### config.mk
export PLATFORM = sky130hd
export DESIGN_NAME = ysyx_24100029_axi_arbiter
export DESIGN_NICKNAME = d
export VERILOG_FILES = /design/src/rtl/ysyx_24100029_axi_arbiter.sv
export SDC_FILE = /design/constraint.sdc
export NUM_CORES = 1
export LEC_CHECK = 0
export CELL_PAD_IN_SITES_DETAIL_PLACEMENT = 2
export CELL_PAD_IN_SITES_GLOBAL_PLACEMENT = 2
export CORE_AREA = 10 10 177 179
export CTS_BUF_LIST = sky130_fd_sc_hd__clkbuf_16
export CTS_CLUSTER_DIAMETER = 30
export DETAILED_ROUTE_END_ITERATION = 6
export DIE_AREA = 0 0 187 189
export PLACE_DENSITY = 0.95
export SLEW_MARGIN = 20
export SYNTH_ARGS = -nofsm -noshare
export SYNTH_HDL_FRONTEND = slang
export SYNTH_SLANG_ARGS = --single-unit
### constraint.sdc
create_clock -name clock -period 1.5 [get_ports clock]
set_input_delay 0.3 -clock clock [delete_from_list [all_inputs] [get_ports clock]]
set_output_delay 0.3 -clock clock [all_outputs]
set_load 0.1 [all_outputs]
### src/rtl/ysyx_24100029_axi_arbiter.sv
// Two-master, one-slave AXI4 arbiter: IFU (M0, read) and LSU (M1, read/write)
// share one slave port, one whole transaction at a time, LSU favoured.
//
// Ports:
//   clock, reset        : clock, synchronous active-high reset
//   m0_ar*, m0_r*       : IFU read address / read data channels
//   m1_ar*, m1_r*       : LSU read address / read data channels
//   m1_aw*, m1_w*, m1_b*: LSU write address / write data / write response
//   s_*                 : slave port towards memory (mirrored directions)
//   grant               : owner, 00 none, 01 M0 read, 10 M1 read, 11 M1 write
module ysyx_24100029_axi_arbiter #(
   parameter int ID_W   = 4,
   parameter int ADDR_W = 32,
   parameter int DATA_W = 32
) (
   input  logic                clock,
   input  logic                reset,
   input  logic                m0_arvalid,
   output logic                m0_arready,
   input  logic [ADDR_W-1:0]   m0_araddr,
   input  logic [ID_W-1:0]     m0_arid,
   input  logic [7:0]          m0_arlen,
   input  logic [2:0]          m0_arsize,
   input  logic [1:0]          m0_arburst,
   output logic                m0_rvalid,
   input  logic                m0_rready,
   output logic [DATA_W-1:0]   m0_rdata,
   output logic [1:0]          m0_rresp,
   output logic                m0_rlast,
   output logic [ID_W-1:0]     m0_rid,
   input  logic                m1_arvalid,
   output logic                m1_arready,
   input  logic [ADDR_W-1:0]   m1_araddr,
   input  logic [ID_W-1:0]     m1_arid,
   input  logic [7:0]          m1_arlen,
   input  logic [2:0]          m1_arsize,
   input  logic [1:0]          m1_arburst,
   output logic                m1_rvalid,
   input  logic                m1_rready,
   output logic [DATA_W-1:0]   m1_rdata,
   output logic [1:0]          m1_rresp,
   output logic                m1_rlast,
   output logic [ID_W-1:0]     m1_rid,
   input  logic                m1_awvalid,
   output logic                m1_awready,
   input  logic [ADDR_W-1:0]   m1_awaddr,
   input  logic [ID_W-1:0]     m1_awid,
   input  logic [7:0]          m1_awlen,
   input  logic [2:0]          m1_awsize,
   input  logic [1:0]          m1_awburst,
   input  logic                m1_wvalid,
   output logic                m1_wready,
   input  logic [DATA_W-1:0]   m1_wdata,
   input  logic [DATA_W/8-1:0] m1_wstrb,
   input  logic                m1_wlast,
   output logic                m1_bvalid,
   input  logic                m1_bready,
   output logic [1:0]          m1_bresp,
   output logic [ID_W-1:0]     m1_bid,
   output logic                s_arvalid,
   input  logic                s_arready,
   output logic [ADDR_W-1:0]   s_araddr,
   output logic [ID_W-1:0]     s_arid,
   output logic [7:0]          s_arlen,
   output logic [2:0]          s_arsize,
   output logic [1:0]          s_arburst,
   input  logic                s_rvalid,
   output logic                s_rready,
   input  logic [DATA_W-1:0]   s_rdata,
   input  logic [1:0]          s_rresp,
   input  logic                s_rlast,
   input  logic [ID_W-1:0]     s_rid,
   output logic                s_awvalid,
   input  logic                s_awready,
   output logic [ADDR_W-1:0]   s_awaddr,
   output logic [ID_W-1:0]     s_awid,
   output logic [7:0]          s_awlen,
   output logic [2:0]          s_awsize,
   output logic [1:0]          s_awburst,
   output logic                s_wvalid,
   input  logic                s_wready,
   output logic [DATA_W-1:0]   s_wdata,
   output logic [DATA_W/8-1:0] s_wstrb,
   output logic                s_wlast,
   input  logic                s_bvalid,
   output logic                s_bready,
   input  logic [1:0]          s_bresp,
   input  logic [ID_W-1:0]     s_bid,
   output logic [1:0]          grant
);

   typedef enum logic [1:0] {
      IDLE  = 2'b00,
      M0_RD = 2'b01,
      M1_RD = 2'b10,
      M1_WR = 2'b11
   } state_t;

   state_t r_state;
   state_t w_next;
   logic   r_ar_done;
   logic   r_aw_done;
   logic   r_w_done;
   logic   w_ar_hs;
   logic   w_aw_hs;
   logic   w_w_hs;

   assign grant   = r_state;
   assign w_ar_hs = s_arvalid & s_arready;
   assign w_aw_hs = s_awvalid & s_awready;
   // Only the final beat marks the write data phase complete.
   assign w_w_hs  = s_wvalid & s_wready & s_wlast;

   always_ff @(posedge clock) begin
      if (reset) begin
         r_state   <= IDLE;
         r_ar_done <= 1'b0;
         r_aw_done <= 1'b0;
         r_w_done  <= 1'b0;
      end else begin
         r_state <= w_next;
         if (w_next == IDLE) begin
            r_ar_done <= 1'b0;
            r_aw_done <= 1'b0;
            r_w_done  <= 1'b0;
         end else begin
            if (w_ar_hs) r_ar_done <= 1'b1;
            if (w_aw_hs) r_aw_done <= 1'b1;
            if (w_w_hs)  r_w_done  <= 1'b1;
         end
      end
   end

   always_comb begin
      w_next     = r_state;
      m0_arready = 1'b0;
      m0_rvalid  = 1'b0;
      m0_rdata   = '0;
      m0_rresp   = '0;
      m0_rlast   = 1'b0;
      m0_rid     = '0;
      m1_arready = 1'b0;
      m1_rvalid  = 1'b0;
      m1_rdata   = '0;
      m1_rresp   = '0;
      m1_rlast   = 1'b0;
      m1_rid     = '0;
      m1_awready = 1'b0;
      m1_wready  = 1'b0;
      m1_bvalid  = 1'b0;
      m1_bresp   = '0;
      m1_bid     = '0;
      s_arvalid  = 1'b0;
      s_araddr   = '0;
      s_arid     = '0;
      s_arlen    = '0;
      s_arsize   = '0;
      s_arburst  = '0;
      s_rready   = 1'b0;
      s_awvalid  = 1'b0;
      s_awaddr   = '0;
      s_awid     = '0;
      s_awlen    = '0;
      s_awsize   = '0;
      s_awburst  = '0;
      s_wvalid   = 1'b0;
      s_wdata    = '0;
      s_wstrb    = '0;
      s_wlast    = 1'b0;
      s_bready   = 1'b0;
      unique case (r_state)
         IDLE: begin
            // A write request wins even before its data is valid.
            if (m1_awvalid)      w_next = M1_WR;
            else if (m1_arvalid) w_next = M1_RD;
            else if (m0_arvalid) w_next = M0_RD;
         end
         M0_RD: begin
            s_arvalid  = m0_arvalid & ~r_ar_done;
            s_araddr   = m0_araddr;
            s_arid     = m0_arid;
            s_arlen    = m0_arlen;
            s_arsize   = m0_arsize;
            s_arburst  = m0_arburst;
            m0_arready = s_arready & ~r_ar_done;
            m0_rvalid  = s_rvalid;
            m0_rdata   = s_rdata;
            m0_rresp   = s_rresp;
            m0_rlast   = s_rlast;
            m0_rid     = s_rid;
            s_rready   = m0_rready;
            if (s_rvalid & m0_rready & s_rlast) w_next = IDLE;
         end
         M1_RD: begin
            s_arvalid  = m1_arvalid & ~r_ar_done;
            s_araddr   = m1_araddr;
            s_arid     = m1_arid;
            s_arlen    = m1_arlen;
            s_arsize   = m1_arsize;
            s_arburst  = m1_arburst;
            m1_arready = s_arready & ~r_ar_done;
            m1_rvalid  = s_rvalid;
            m1_rdata   = s_rdata;
            m1_rresp   = s_rresp;
            m1_rlast   = s_rlast;
            m1_rid     = s_rid;
            s_rready   = m1_rready;
            if (s_rvalid & m1_rready & s_rlast) w_next = IDLE;
         end
         M1_WR: begin
            s_awvalid  = m1_awvalid & ~r_aw_done;
            s_awaddr   = m1_awaddr;
            s_awid     = m1_awid;
            s_awlen    = m1_awlen;
            s_awsize   = m1_awsize;
            s_awburst  = m1_awburst;
            m1_awready = s_awready & ~r_aw_done;
            s_wvalid   = m1_wvalid & ~r_w_done;
            s_wdata    = m1_wdata;
            s_wstrb    = m1_wstrb;
            s_wlast    = m1_wlast;
            m1_wready  = s_wready & ~r_w_done;
            // B is forwarded regardless of the AW/W flags.
            m1_bvalid  = s_bvalid;
            m1_bresp   = s_bresp;
            m1_bid     = s_bid;
            s_bready   = m1_bready;
            if (s_bvalid & m1_bready) w_next = IDLE;
         end
         default: w_next = IDLE;
      endcase
   end

endmodule

==> flow_metrics.tcl, run 1 <==
set metrics [dict create \
    synthTopCellsByArea "sky130_fd_sc_hd__and2_1 47%, sky130_fd_sc_hd__a22oi_1 16%, sky130_fd_sc_hd__nor2b_1 14%, sky130_fd_sc_hd__dfxtp_1 4.4%, sky130_fd_sc_hd__clkbuf_1 3.4%" \
    grt_first_pass_wirelength_mm 45.0 \
    insertion_delay_ns 0.23 \
    criticalPathCategory "reg2out" \
    grt_overflow 0 \
    hold-worst-slack_ns 0.604 \
    rsz0062_at_grt "yes" \
    dp_hpwl_mm 27.5 \
    clock_transition_at_path_regs_ns 0.03 \
    ir_drop_mv 0.702 \
    layout-area-overhead-vs-synth_pct 418 \
    worst_hold_startpoint "r_aw_done$_SDFFE_PP0P_" \
    grt_max_degree 23 \
    timing.critical_path.from "grant[0]$_SDFF_PP0_" \
    post_dp_cell_area_um2 11000 \
    cts_tree "done" \
    synth_area_um2 2300 \
    outcome "complete, but fails checks" \
    stdcell_area_um2 11900 \
    critical_path.endpoint_type "output port" \
    io_buffers 475 \
    yosysTopAreaCellShare 0.474 \
    cell_chosen_for_the_clock_root "sky130_fd_sc_hd__clkbuf_16" \
    cts.sink_count 5 \
    violations_in_the_final_reports "negative setup slack" \
    dieArea_um2 35300 \
    synth_top_area_cell "sky130_fd_sc_hd__and2_1" \
    yosysUniqueCellTypes 23 \
    critPathArrivalTime_ns 1.69 \
    layout_common_cells "245 x sky130_fd_sc_hd__buf_12, 242 x sky130_fd_sc_hd__clkdlybuf4s50_1, 174 x sky130_fd_sc_hd__and2_4" \
    fmaxAchievable_ghz 0.503 \
    vias_post_dr 4874 \
    wl_mm 32.6 \
    start_util 0.0831 \
    finalWeightedCongestion 0.817 \
    drt-pass1-iter-count 4 \
    synth_cells 352 \
    worst_flop_to_flop_path_startpoint "grant[0]$_SDFF_PP0_" \
    layout_commonest_cell "sky130_fd_sc_hd__buf_12" \
    final_max_slew_viol_count 0 \
    timing.setup.tns_ns -86.03 \
    drt-wirelength-per-cell_um 26.2 \
    cts_htree_levels 1 \
    die_w_um 187 \
    yosysWarningCount 0 \
    setup_violations 236 \
    synth_fp_nets 599 \
    leakagePower_nw 4.63 \
    cts_hold_buf 0 \
    track_usage 0.172 \
    clock-skew-final_ns 0.00122 \
    worstPathRequired_ns 1.20 \
    grt_antenna_before_repair 3 \
    post_route_minimum_period_ns 1.99 \
    vias_per_cell 3.91 \
    hold_crit_class "reg2reg" \
    seq_area_frac_synth 0.0436 \
    postRouteAntennaNets 0 \
    layout_setup_ws_ns -0.486 \
    powerDensity_nw_per_um2 1660 \
    critical_path.max_fanout 6 \
    post-route-period-util 1.32 \
    post_route_cells_drive_above_1_share 0.682 \
    number_of_cell_rows 61 \
    cts.path.max_buffers 2 \
    die_height_um 189 \
    timing_worst_slew_pin_value_ns 0.291 \
    core_region_area_um2 27600 \
    design.final.nets 1115 \
    grt_pass1_vias 5794 \
    post-route-drc-count 0 \
    numCtsBuffers 3 \
    ios 476 \
    hold_viol_final 0 \
    drv_cap 0 \
    worstSetupStartpointType "flop" \
    worst_slew_margin_rel 0.804 \
    initialDrtViolationCount 66 \
    postSynthRegisterBits 5 \
    syn-mean-instance-area_um2 6.53 \
]
## logic make-up (layout without fill, tap and decap cells)
family,after synthesis,count (layout),share of synthesized area
buffers and inverters,38,553,0.0703
adder cells (fa/ha/maj),4,4,0.0218
AO/OA/AOI/OAI,64,64,0.207
multiplexers,1,1,0.00490
AND/OR/NAND/NOR,240,240,0.653
other,0,1,0
flip-flops,5,5,0.0436
## Yosys cell counts, drive strengths merged
cell type and instances:
a311o 1, and3b 6, buf 14, nor2 1, a21oi 2, dfxtp 5, mux2 1, a211oi 4
a31oi 3, a22oi 50, a221oi 1, a221o 1, nand2 4, o21a 1, and2 174, nand3 2
nor2b 51, nor3 2, inv 2, o21ai 1, clkbuf 22, ha 4
## where the power goes
part / internal (mW) / switching [mW] / leakage [nW]
clock network: 0.345 / 0.0900 / 0.0423
logic: 8.05 / 11.0 / 4.55
registers: 0.172 / 0.0493 / 0.0420
## sequential cells by signal, summed over array words and instances (netlist names)
signal	count
r_ar_done	1
r_w_done	1
grant	2
r_aw_done	1
## worst paths after layout
path | depth (start not counted) | slack, ns | endpoint
worst min-delay path | 2 | 0.60 | r_aw_done$_SDFFE_PP0P_
worst min register to register | 2 | 0.60 | r_aw_done$_SDFFE_PP0P_
worst max-delay path | 7 | -0.49 | m1_wready
worst max register to register | 8 | -0.24 | r_ar_done$_SDFFE_PP0P_
## timing repair
item,4_1_cts,5_1_grt
setup buffers,11,6
pin swaps,19,8
gates resized for setup,67,14
setup endpoints to repair,236,236
gates cloned,6,6
## metrics by stage
stage	setup slack, ns	cells	util	total power, mW
after global routing	-0.533	1246	0.431	20.4
after detailed placement	-0.324	1213	0.399	17.8
after floorplan	-0.459	352	-	11.5
final	-0.486	1246	0.431	19.7
after CTS	-0.492	1234	0.423	19.4
after global placement	-0.319	1213	0.399	17.4
## layer usage
metal	part of all wire	vias to the layer above	track usage
li1	-	2194	-
met1	0.32	2361	0.155
met2	0.58	275	0.352
met3	0.072	40	0.0568
met4	0.028	4	0.0456
met5	0.00074	-	0
## worst max-delay path: stages, from the launching register on
cell and delay [ns]:
sky130_fd_sc_hd__dfxtp_4 0.35, sky130_fd_sc_hd__buf_4 0.16, sky130_fd_sc_hd__ha_4 0.17, sky130_fd_sc_hd__buf_12 0.15, sky130_fd_sc_hd__buf_4 0.13, sky130_fd_sc_hd__buf_4 0.13
sky130_fd_sc_hd__and3b_4 0.19, sky130_fd_sc_hd__buf_12 0.16
## area by class of cell
class	count	area, um2
well taps	378	473
multi-input cells	309	3150
repair buffers	547	8090
flip-flops and latches	5	108
inverters	2	15.0
diodes	1	2.50
clock buffers	3	75.1
fillers	2727	15700
clock inverters	1	3.75
Power figures use the tool's default switching activity.
==> inputs of run 2 (changes only) <==
--- a/config.mk
+++ b/config.mk
@@ -10,6 +10,7 @@
 export CORE_AREA = 10 10 177 179
 export CTS_BUF_LIST = sky130_fd_sc_hd__clkbuf_16
 export CTS_CLUSTER_DIAMETER = 30
+export CTS_CLUSTER_SIZE = 30
 export DETAILED_ROUTE_END_ITERATION = 6
 export DIE_AREA = 0 0 187 189
 export PLACE_DENSITY = 0.95
==> results of run 2 <==
Same layout as run 1: the final DEF is identical, and so are final timing and power.
